**config.mk**
```make
export PLATFORM = sky130hd
export DESIGN_NAME = window_convolution
export DESIGN_NICKNAME = d
export VERILOG_FILES = /design/src/rtl/window_convolution.sv
export SDC_FILE = /design/constraint.sdc
export NUM_CORES = 2
export LEC_CHECK = 0
export ABC_AREA = 1
export CAP_MARGIN = 20
export CORE_AREA = 2 2 274 276
export CTS_BUF_LIST = sky130_fd_sc_hd__clkbuf_16
export DETAILED_ROUTE_END_ITERATION = 6
export DIE_AREA = 0 0 276 278
export SLEW_MARGIN = 10
export SYNTH_ARGS = -nofsm -noshare
export SYNTH_HDL_FRONTEND = slang
export SYNTH_SLANG_ARGS = --single-unit
export TNS_END_PERCENT = 50
```
**constraint.sdc**
```tcl
create_clock -name clock_i -period 13.2 [get_ports clock_i]
set_input_delay 2.64 -clock clock_i [delete_from_list [all_inputs] [get_ports clock_i]]
set_output_delay 2.64 -clock clock_i [all_outputs]
set_load 0.02 [all_outputs]
```
**src/rtl/window_convolution.sv**
```systemverilog
// window_convolution: streaming window x kernel multiply-accumulate with round, shift and clamp
module window_convolution #(
  parameter int WINDOW_HEIGHT = 3,
  parameter int WINDOW_WIDTH = 3,
  parameter int DATA_WIDTH = 8,
  parameter int COEFF_WIDTH = 8,
  parameter int SHIFT = 4
) (
  input  logic                                              clock_i,
  input  logic                                              reset_i,
  input  logic                                              slave_valid_i,
  output logic                                              slave_ready_o,
  input  logic [WINDOW_HEIGHT*WINDOW_WIDTH*DATA_WIDTH-1:0]  slave_data_i,
  input  logic                                              coeff_write_i,
  input  logic [$clog2(WINDOW_HEIGHT*WINDOW_WIDTH)-1:0]     coeff_index_i,
  input  logic [COEFF_WIDTH-1:0]                            coeff_data_i,
  output logic                                              master_valid_o,
  input  logic                                              master_ready_i,
  output logic [DATA_WIDTH-1:0]                             master_data_o
);
  localparam int N = WINDOW_HEIGHT * WINDOW_WIDTH;
  localparam int IW = $clog2(N);
  localparam int PW = DATA_WIDTH + COEFF_WIDTH + 1;
  localparam int SW = PW + $clog2(N);
  localparam int RW = SW + 1;
  localparam int CENTRE = (WINDOW_HEIGHT / 2) * WINDOW_WIDTH + WINDOW_WIDTH / 2;
  localparam logic signed [RW-1:0] RND = RW'((2 ** SHIFT) / 2);
  localparam logic signed [RW-1:0] MAXV = RW'(2 ** DATA_WIDTH - 1);

  logic signed [COEFF_WIDTH-1:0] coeff [N];
  logic signed [PW-1:0]          prod [N];
  logic [DATA_WIDTH-1:0]         pix_c [N];
  logic signed [SW-1:0]          sum_c, sum_q;
  logic signed [RW-1:0]          rnd_c, shf_c;
  logic [DATA_WIDTH-1:0]         clamp_c;
  logic                          v1, v2, adv;

  // whole pipeline moves together whenever the output slot is free or being drained
  assign adv = !master_valid_o || master_ready_i;
  assign slave_ready_o = reset_i && adv;

  // element k of the window; element 0 (top-left) sits in the MSBs
  for (genvar i = 0; i < N; i++) begin : g_pix
    assign pix_c[i] = slave_data_i[(N-1-i)*DATA_WIDTH +: DATA_WIDTH];
  end

  // kernel storage: reset to a centre pass-through, out-of-range indices match no entry
  always_ff @(posedge clock_i or negedge reset_i)
    if (!reset_i) begin
      for (int k = 0; k < N; k++) coeff[k] <= (k == CENTRE) ? COEFF_WIDTH'(2 ** SHIFT) : '0;
    end else if (coeff_write_i) begin
      for (int k = 0; k < N; k++) if (coeff_index_i == IW'(k)) coeff[k] <= coeff_data_i;
    end

  // full-precision sum of the registered products, wide enough that it cannot overflow
  always_comb begin
    sum_c = '0;
    for (int k = 0; k < N; k++) sum_c = sum_c + SW'(prod[k]);
  end

  // round half up, arithmetic shift, then saturate to the unsigned pixel range
  always_comb begin
    rnd_c = RW'(sum_q) + RND;
    shf_c = rnd_c >>> SHIFT;
    clamp_c = (shf_c < 0) ? '0 : (shf_c > MAXV) ? MAXV[DATA_WIDTH-1:0] : shf_c[DATA_WIDTH-1:0];
  end

  // three-stage pipeline: products, sum, clamped result; bubbles travel with their valid bits
  always_ff @(posedge clock_i or negedge reset_i)
    if (!reset_i) begin
      v1 <= 1'b0;
      v2 <= 1'b0;
      master_valid_o <= 1'b0;
      master_data_o <= '0;
      sum_q <= '0;
      for (int k = 0; k < N; k++) prod[k] <= '0;
    end else if (adv) begin
      v1 <= slave_valid_i;
      v2 <= v1;
      master_valid_o <= v2;
      sum_q <= sum_c;
      master_data_o <= clamp_c;
      for (int k = 0; k < N; k++) prod[k] <= PW'($signed({1'b0, pix_c[k]})) * PW'(coeff[k]);
    end
endmodule

```
Word level (Yosys, flattened, before mapping). Index checks and enable logic that the tools add are counted. W data, S select, Z words.

Register bits: 257. Input bits: 89. Output and inout bits: 10. Logic and storage cells: 66.

Add/subtract/negate cells: 9. $mul: 9. $lt $le $gt $ge: 2. Equality and inequality tests: 8. Mux-type cells: 2. Reductions and logical operators: 13.

Operators by type and width (count): $mul A9 B8 Y17 (9); $add A21 B17 Y21 (4); $add A21 B5 Y22 const B (1); $add A20 B17 Y21 (1); $add A19 B17 Y20 (1); $add A18 B17 Y19 (1); $add A17 B17 Y18 (1); $gt A18 B9 Y1 const B (1); $lt A18 B1 Y1 const B (1); $reduce_and A2 Y1 (9); $eq A4 B3 Y1 const B (4); $mux W8 (2); $eq A4 B2 Y1 const B (2); $eq A4 B1 Y1 const B (1); $eq A4 B4 Y1 const B (1); $logic_not A4 Y1 (1); $logic_and A1 B1 Y1 (1); $logic_not A1 Y1 (1); $logic_or A1 B1 Y1 (1).

Logic depth before layout (Yosys ltp).
Depth after elaboration: 8. Depth in mapped cells: 23. Depth with buffers taken out: 22.

Worst setup path after synthesis. OpenSTA, ideal clock, no wires.

Path type: input -> register. Start: input port slave_data_i[42]. End: register prod[97] (netlist name). Library setup time: 0.118 ns. Data arrival time: 6.402 ns. Data required time: 13.082 ns. Slack: 6.680 ns. Stages on the path: 17. Path buffers: 1. Path through: clkbuf_1 or2_2 fa_1 inv_1 fa_1 fa_1 inv_1 fa_1 inv_1 ha_1 a21o_1 a21oi_1 nor2_1 o21ai_1 nand3_1 nand3_1 nand2_1.

Longest elaborated chain between the ends: 1.

Ends and longest elaborated chain: start: declaration (RTL line 13) `input logic [WINDOW_HEIGHT*WINDOW_WIDTH*DATA_WIDTH-1:0] slave_data_i,`; $mul A9 B8 Y17 (RTL line 83) `for (int k = 0; k < N; k++) prod[k] <= PW'($signed({1'b0, pix_c[k]})) * PW'(coeff[k]);`; end: declaration (RTL line 31) `logic signed [PW-1:0] prod [N];`.

Every way passes these cells. A chain may end at the register's enable or synchronous reset.

Worst setup path in the final report.
Start: input port master_ready_i. End: output port slave_ready_o.

Longest elaborated chain between the ends: 2.

Ends and longest elaborated chain: start: declaration (RTL line 18) `input logic master_ready_i,`; $logic_or A1 B1 Y1 (RTL line 39) `assign adv = !master_valid_o || master_ready_i;`; $logic_and A1 B1 Y1 (RTL line 40) `assign slave_ready_o = reset_i && adv;`; end: declaration (RTL line 12) `output logic slave_ready_o,`.

Every way passes these cells.

==> results.tsv <==
stage	metric	value	unit
cts	cts.repair.resized	0	
yosys	synth_simple_gate_area_share	0.184	
floorplanning	dieHeight	278	µm
layout	design_area	37200	µm²
critical_path	crit_slowest_cell	clkdlybuf4s50_1	
grt	global_route.overflow_total	0	
sta	relSlewSlack	0.262	
sta	drv_slew	0	
routing	drt_first_pass_iters	7	
cts	cts_sinks	254	
critical_path	slowest_delay	0.56	ns
layout	final_layout_size_suffix_gt1_frac	0.0327	
yosys	yosys.cell_count.top_type	inv_1	
yosys	synth_seq_area_share	0.184	
placed_design	postPlaceCellArea	36100	µm²
min_path	min-delay-path-class	flip-flop to flip-flop	
job	drv.max_cap_violation_count	0	
grt	grt_pass1_wl	143	mm
sta	totalNegativeSetupSlack	0	ns
sta	grt_setup_unrepaired	false	
cts	cts.hold.buffers_added	0	
routing	drt-initial-drc-count	1696	
critical_path	worstPathMaxFanout	3	
cts	ctsLongestPathBuffers	3	
cts	h-tree-depth	1	
placed_design	io_buffer_count	98	
yosys	synth_commonest_cells	inv_1, nand2_1, fa_1	
placed_design	hpwlAfterDp	70.5	mm
critical_path	cp-start-kind	input pin	
yosys	syn-num-nets	5365	
yosys	ys_ff_latch	254	
yosys	muxShareOfSynthArea	0	
sta	final-hold-violation-count	0	
floorplanning	initial_core_util	0.467	
yosys	area_share_of_xor_xnor_cells_in_the_synthesized_design	0.0122	
layout	n_fill_cell	7283	
sta	fin_skew	0.0346	ns
sta	clock.fmax	148	MHz
routing	ant_nets	0	
yosys	dominant_combinational_cell_family_by_area_after_synthesis	adder cells	
grt	grt_start_max_net_pins	104	
cts	worstSkewPairLatency	0.62	ns
cts	cts_tree	yes	
sta	worstMarginPinSlew	1.11	ns
routing	route.detailed.wl_per_inst	16.0	µm
placed_design	gp_routability_congestion	0.924	
yosys	netlist_instances	4415	
outcome	failed_checks	DRC	
yosys	synth_area_leaders	fa_1, dfrtp_1, ha_1, inv_1, nand2_1	
critical_path	rrSetupSlack	8.52	ns
cts	clkTransAtPathRegs	0.06	ns
yosys	yosys_warnings	0	
floorplanning	io-pin-count	99	
critical_path	endpoint_kind	output pin	
yosys	synth-async-reset-ratio	1.00	
routing	avgViaCountPerCell	4.90	
yosys	fraction_of_the_mapped_netlist_area_in_compound_gates	0.0683	
routing	drt_drc_violations_left	3	
yosys	library_cell_occupying_the_most_area_in_the_post_synthesis_netlist	fa_1	
sta	finalWorstPathRequiredPeriod	6.75	ns
critical_path	cell_chain_critical_path	clkdlybuf4s50_1 -> nor2_4 -> nor2_1 -> clkdlybuf4s50_1	
grt	vias_in_the_first_global_route	26600	
cts	cts_root_cell	clkbuf_16	
critical_path	critPathKind	input pin to output pin	
floorplanning	chipWidth	276	µm
critical_path	cp.arrival	4.11	ns
yosys	post_synth.cell_area_avg	7.81	µm²
grt	overall_fraction_of_global_route_tracks_in_use	0.233	
layout	finalNetCount	5325	
critical_path	worst_ep_required	10.56	ns
yosys	synth_largest_type_area_fraction	0.264	
cts	post_cts_buffers	0	
outcome	status	finished with violations	
floorplanning	core	73800	µm²
yosys	number_of_synthesized_flops_with_an_enable_pin	0	
floorplanning	floorplan.die_area	76700	µm²
floorplanning	floorplan.rows	100	
yosys	ys_dominant_reg_cell	dfrtp_1	
grt	grt_antenna_before_repair	6	
layout	final_util	0.503	
layout	syn2layout_area_growth	7.69	%
sta	timing.final.setup_violations	0	
routing	drt-total-wl	86.1	mm
yosys	post_synth_num_cell_types	45	
yosys	synth-adder-area-share	0.411	
yosys	mappedNetlistArea	34500	µm²
cts	tritoncts.num_buffers	31	
critical_path	cpMostUsedCell	clkdlybuf4s50_1	
routing	dr_vias	26300	
sta	post-route-period-util	0.511	
worst max-delay path: cells and delay by family:
kind          cells  cell delay, ns
simple gates      2            0.45
buf+inv           2            1.00
per-stage QoR:
stage | instances | setup WS, ns | hold WS [ns]
after floorplan | 4415 | 6.68 | 0.420
after global placement | 5311 | 6.05 | 0.474
after detailed placement | 5311 | 5.98 | 0.475
after CTS | 5368 | 6.43 | 0.489
after global routing | 5368 | 6.29 | 0.512
final | 5374 | 6.45 | 0.488
sequential cells by signal (all words and copies together), names as in the netlist:
register,count
prod,153
coeff,72
sum_q,18
master_data_o,8
master_valid_o,1
v1,1
v2,1
cell families after synthesis:
family                   Yosys count
AO/OA/AOI/OAI                    441
XOR/XNOR                          48
adder cells (fa/ha/maj)          861
buffers and inverters           1275
flip-flops                       254
AND/OR/NAND/NOR                 1536
layout by cell type (no fill, tap or decap), types with 31 or more instances in the layout:
cell                n
inv_1            1089
nand2_1          1055
fa_1              455
ha_1              406
dfrtp_1           253
o21ai_0           206
nor2_1            201
a21oi_1           128
nand3_1           124
clkdlybuf4s50_1    97
or2_2              54
nand4_1            40
o21ai_1            37
clkbuf_16          31
per-layer routing:
layer / GRT usage / vias to the layer above / part of all wire
met1: 0.324 / 12700 / 0.45
met4: 0.0441 / 2 / 0.018
met2: 0.398 / 467 / 0.48
li1: - / 13100 / -
met3: 0.0223 / 78 / 0.049
met5: 0 / - / 0.00015
layout make-up:
class | count | area [µm²] | share of cell area
Multi-Input combinational cell | 2886 | 23300 | 0.628
Sequential cell | 254 | 6360 | 0.171
Inverter | 1092 | 4100 | 0.110
Tap cell | 969 | 1210 | 0.0326
Timing Repair Buffer | 110 | 1080 | 0.0290
Clock buffer | 31 | 776 | 0.0209
Clock inverter | 26 | 295 | 0.00795
Antenna cell | 6 | 15.0 | 0.000404
final timing paths:
kind	start	to	cells past startpoint
hold reg to reg	prod[5]$_DFFE_PN0N_	prod[5]$_DFFE_PN0N_	2
setup / recovery	master_ready_i	slave_ready_o	4
min in group asynchronous	reset_i	coeff[5]$_DFFE_PN0P_	1
hold / removal	prod[5]$_DFFE_PN0N_	prod[5]$_DFFE_PN0N_	2
setup reg to reg	coeff[15]$_DFFE_PN0P_	prod[29]$_DFFE_PN0N_	18
max in group asynchronous	reset_i	prod[69]$_DFFE_PN0N_	3
Power is not shown: default switching activity piles up to over one toggle a cycle in this logic, so the estimate is an artifact.
